**config.mk**
```make
export PLATFORM = sky130hd
export DESIGN_NAME = param_ring_counter
export DESIGN_NICKNAME = d
export VERILOG_FILES = /design/src/rtl/ring_ctr_pkg.sv /design/src/rtl/ring_state_check.sv /design/src/rtl/param_ring_counter.sv
export SDC_FILE = /design/constraint.sdc
export NUM_CORES = 1
export LEC_CHECK = 0
export ABC_AREA = 1
export BUFFER_PORTS_ARGS = -buffer_cell sky130_fd_sc_hd__buf_2
export CAP_MARGIN = 10
export CORE_MARGIN = 4
export CORE_UTILIZATION = 53
export DETAILED_ROUTE_END_ITERATION = 10
export MAX_ROUTING_LAYER = met4
export PLACE_DENSITY = 0.75
export SYNTH_ARGS = -nofsm -noshare
export SYNTH_HDL_FRONTEND = slang
export SYNTH_HIERARCHICAL = 1
export SYNTH_SLANG_ARGS = --single-unit
```
**constraint.sdc**
```tcl
create_clock -name clk -period 4.7 [get_ports clk]
set_input_delay 0.705 -clock clk [delete_from_list [all_inputs] [get_ports clk]]
set_output_delay 0.705 -clock clk [all_outputs]
set_load 0.02 [all_outputs]
```
**src/rtl/ring_ctr_pkg.sv**
```systemverilog
// ring_ctr_pkg: shared mode encodings and seed helper for ring/Johnson sequencers
package ring_ctr_pkg;
    localparam logic [1:0] MODE_RING = 2'b00;
    localparam logic [1:0] MODE_JOHNSON = 2'b01;
    localparam int MAX_W = 1024;
    function automatic logic [MAX_W-1:0] seed_of(input logic [1:0] mode, input int width);
        seed_of = (mode == MODE_JOHNSON) ? '0 : MAX_W'(1) << (width - 1);
    endfunction
endpackage

```
**src/rtl/ring_state_check.sv**
```systemverilog
// ring_state_check: flags whether count is a reachable state of the selected sequence
module ring_state_check
    import ring_ctr_pkg::*;
#(
    parameter int WIDTH = 8
) (
    input  logic [WIDTH-1:0] count,
    input  logic [1:0]       mode,
    output logic             legal
);
    logic ring_ok, john_ok;
    assign ring_ok = $countones(count) == 1;
    // a Johnson state has at most one 0/1 boundary between neighbouring bits
    assign john_ok = $countones(count[WIDTH-1:1] ^ count[WIDTH-2:0]) <= 1;
    assign legal = mode == MODE_RING ? ring_ok : mode == MODE_JOHNSON ? john_ok : 1'b1;
endmodule

```
**src/rtl/param_ring_counter.sv**
```systemverilog
// param_ring_counter: ring/Johnson counter with load, direction, wrap pulse and self-correction
module param_ring_counter
    import ring_ctr_pkg::*;
#(
    parameter int WIDTH = 8,
    parameter bit SELF_CORRECT = 1
) (
    input  logic             clk,
    input  logic             init,
    input  logic             en,
    input  logic [1:0]       mode,
    input  logic             dir,
    input  logic             load,
    input  logic [WIDTH-1:0] load_val,
    output logic [WIDTH-1:0] count,
    output logic             wrap,
    output logic             illegal
);
    logic [WIDTH-1:0] seed, rot, count_n;
    logic legal, twist, active, wrap_n, illegal_n;
    assign seed = WIDTH'(seed_of(mode, WIDTH));
    assign twist = mode == MODE_JOHNSON;
    assign active = mode == MODE_RING || mode == MODE_JOHNSON;
    assign rot = dir ? {count[0] ^ twist, count[WIDTH-1:1]} : {count[WIDTH-2:0], count[WIDTH-1] ^ twist};
    ring_state_check #(.WIDTH(WIDTH)) u_check (
        .count(count),
        .mode (mode),
        .legal(legal)
    );
    always_comb begin
        count_n = count;
        wrap_n = 1'b0;
        illegal_n = 1'b0;
        if (init) count_n = seed;
        else if (load) count_n = load_val;
        else if (en && active) begin
            if (SELF_CORRECT && !legal) begin
                count_n = seed;
                illegal_n = 1'b1;
            end else begin
                count_n = rot;
                wrap_n = rot == seed;
            end
        end
    end
    always_ff @(posedge clk) begin
        count <= count_n;
        wrap <= wrap_n;
        illegal <= illegal_n;
    end
endmodule
```
==> key figures <==
GRT
  • Initial antenna violation count: 0
  • Vias in the first global route: 858
  • First-pass GRT wire length: 3.79 mm
  • GRT overflow: 0
  • Pin count of the biggest net entering global routing: 12
  • Global Route Usage Sum: 19.1%

Routing
  • Drt initial violations: 26
  • Post-DRT Antenna Nets: 0
  • DRT Wirelength: 2.41 mm
  • Vias: 995
  • Pre-antenna DRT Iters: 4
  • Vias per inst: 4.90
  • DRC Markers: 0
  • Routed length per instance: 11.9 um

Placement
  • IO buf count: 24
  • DP Area: 0.00121 mm^2
  • Routability cong.: 0.839
  • Post-DP HPWL: 1.94 mm

Min path
  • Hold Path Sink: illegal$_SDFF_PP0_
  • Hold Path Stages: 4
  • Hold Crit Start: mode[1]
  • Hold WC Path Type: in2reg

STA
  • Setup Skew: 0.00153 ns
  • Final Hold Fails: 0
  • RSZ-0062 raised after global routing: false
  • Slew Viols, Final: 0
  • Final setup vio count: 0
  • Final period util: 79.4%
  • Setup TNS: 0 ns
  • Fmax: 268 MHz
  • Actual slew at the worst max-slew pin: 0.519 ns
  • Rel. slew slack: 65.0%
  • Final Critical Period: 3.73 ns

Synth
  • Post-synth EDFFs: 8
  • Top cells by count, synth: nand2_1 (47), inv_1 (22), nor2_1 (18)
  • Async SR Flop Fraction: 0%
  • Synth Instances: 151
  • Most frequent cell after synthesis: nand2_1
  • Unique masters post-synth: 21
  • Synth area leaders: edfxtp_1 (22%), nand2_1 (16%), fa_1 (11%)
  • Post-synthesis sequential area ratio: 25.7%
  • Syn avg cell area: 7.21 um^2
  • Net Count, Synth: 181
  • Cell Area, Synth: 0.00109 mm^2
  • Most used DFF post-synth: edfxtp_1
  • Synth warnings: 6
  • Largest area contributor in the netlist: edfxtp_1
  • Area fraction of the dominant cell type after synthesis: 22.1%
  • Number of synthesized register bits: 10

Floorplanning
  • Initial Utilization: 55.5%
  • Die width: 53.3 um
  • I/O pin total: 25
  • Chip height: 53.3 um
  • CORE AREA: 0.00196 mm^2
  • Row count: 16
  • Die Footprint: 0.00284 mm^2

Power
  • Combinational group share of total power: 53.9%
  • Cell internal pwr: 0.250 mW
  • Sw Ratio: 43.4%
  • Peak supply drop: 0.183 mV
  • Clock power frac: 18.0%
  • NetSw: 0.192 mW
  • Sequential share of power: 28.0%
  • P per Cell Area: 354 mW/mm^2
  • P_leak: 0.677 nW

CTS
  • Postcts setup bufs: 0
  • Reg clk slew, reported paths: 0.07 ns
  • Longest Clk Path Bufs: 2
  • Root buf cell: clkbuf_4
  • CTS tree: done
  • Worst skew pair latency: 0.27 ns
  • Clock sinks: 10
  • CTS resizes: 0
  • Inserted Clock Buffers: 3
  • CTS H-Tree Depth: 1
  • Post-cts hold buffer count: 0

Worst setup path
  • Critical Path End Type: flop
  • Critical Path Max Stage Delay: 0.51 ns
  • Reg-to-reg endpoint: count[0]$_SDFFCE_PP0P_
  • Worst-path cell chain: inv_1 -> fa_1 -> fa_1 -> inv_1 -> fa_1 -> fa_1 -> nor2_1 -> nand2_1 -> nor2_1 -> nand2_1 -> nand3_1 -> inv_1 -> nor2_1 -> o211ai_1 -> a21oi_1
  • Critical Path Most Common Cell: fa_1
  • Worst Path Arrival: 3.86 ns
  • Worst R2R Path Depth: 15
  • Launch point of the worst reg-to-reg path: count[1]$_SDFFCE_PP0P_
  • Startpoint types: flop
  • WP data required: 4.83 ns
  • Worst-path fanout max: 8
  • WS Path Type: reg2reg
  • Reg2Reg Setup Slack: 0.97 ns
  • Slowest cell on the critical path: fa_1

Layout
  • Diode count: 0
  • Share of cells above drive strength 1: 21.0%
  • P&R area growth vs syn: 14.9%
  • Final Instance Area: 0.00125 mm^2
  • Layout Nets: 207

Status
  • Outcome: finished clean

Job
  • Max-cap violations: 0
-- per-stage QoR --
| stage | total power, mW | hold slack (ns) | std cells | util, % | worst slack, ns |
|---|---|---|---|---|---|
| floorplan | 0.305 | 0.814 | 151 | - | 1.12 |
| global placement | 0.351 | 0.764 | 198 | 61.7 | 1.09 |
| detailed placement | 0.364 | 0.799 | 198 | 61.7 | 0.984 |
| CTS | 0.447 | 0.756 | 202 | 63.5 | 0.963 |
| global route | 0.490 | 0.788 | 203 | 63.8 | 0.715 |
| finish | 0.442 | 0.768 | 203 | 63.8 | 0.970 |
-- cell families after synthesis --
logic type | count (synthesis) | synth area share [%]
AO/OA/AOI/OAI | 16 | 8.51
adder cells (fa/ha/maj) | 15 | 21.4
AND/OR/NAND/NOR | 78 | 29.2
XOR/XNOR | 5 | 4.02
flip-flops | 10 | 25.7
buffers and inverters | 27 | 11.1
-- worst max-delay path by stage --
stage                                start                      to  slack (ns)  cells past startpoint
floorplan           count[0]$_SDFFCE_PP0P_  count[0]$_SDFFCE_PP0P_        1.12                     15
global placement    count[0]$_SDFFCE_PP0P_  count[0]$_SDFFCE_PP0P_        1.09                     15
detailed placement  count[1]$_SDFFCE_PP0P_  count[0]$_SDFFCE_PP0P_        0.98                     15
CTS                 count[0]$_SDFFCE_PP0P_  count[0]$_SDFFCE_PP0P_        0.96                     15
global route        count[0]$_SDFFCE_PP0P_  count[0]$_SDFFCE_PP0P_        0.72                     15
finish              count[1]$_SDFFCE_PP0P_  count[0]$_SDFFCE_PP0P_        0.97                     15
-- power by group through the flow --
| stage | Combinational [mW] | Sequential, mW | Clock (mW) |
|---|---|---|---|
| 3_5_place_dp | 0.238 | 0.126 | 0 |
| 6_report | 0.239 | 0.124 | 0.0797 |
| 3_3_place_gp | 0.225 | 0.126 | 0 |
| 2_1_floorplan | 0.172 | 0.133 | 0 |
| 5_1_grt | 0.275 | 0.126 | 0.0887 |
| 4_1_cts | 0.241 | 0.124 | 0.0817 |
-- final cells by class --
| cell class | count | area (um^2) |
|---|---|---|
| Fill cell | 198 | 711 |
| Clock buffer | 4 | 36.3 |
| Multi-Input combinational cell | 114 | 687 |
| Timing Repair Buffer | 25 | 125 |
| Sequential cell | 10 | 280 |
| Inverter | 23 | 88.8 |
| Tap cell | 27 | 33.8 |
-- routing by layer --
layer,vias to the layer above,GRT usage (%),routed length [um]
li1,518,-,-
met1,444,22.3,1010
met2,27,32.4,1240
met3,6,2.25,127
met4,0,8.94,33
met5,-,-,0
-- state kept, by name, indices dropped and copies added (netlist names) --
| name | flops |
|---|---|
| count | 8 |
| wrap | 1 |
| illegal | 1 |
-- placed cells by master, fill, tap and decap left out, types with 3 or more instances in the layout --
cell	netlist	routed
edfxtp_1	8	8
clkbuf_4	0	3
xor2_1	3	3
o21ai_0	4	4
nand3_1	6	6
a21oi_1	7	7
nor2_1	18	18
buf_2	2	25
inv_1	22	22
ha_1	9	9
fa_1	6	6
nand2_1	47	47
nand2_2	6	6
-- worst max-delay path, delay by kind of cell (launching register included) --
| family | cells | cell delay, ns |
|---|---|---|
| compound gates | 2 | 0.30 |
| buf+inv | 3 | 0.24 |
| fa+ha+maj | 4 | 1.84 |
| simple gates | 6 | 0.73 |
| flops | 1 | 0.49 |
(Power assumes the default switching activity.)
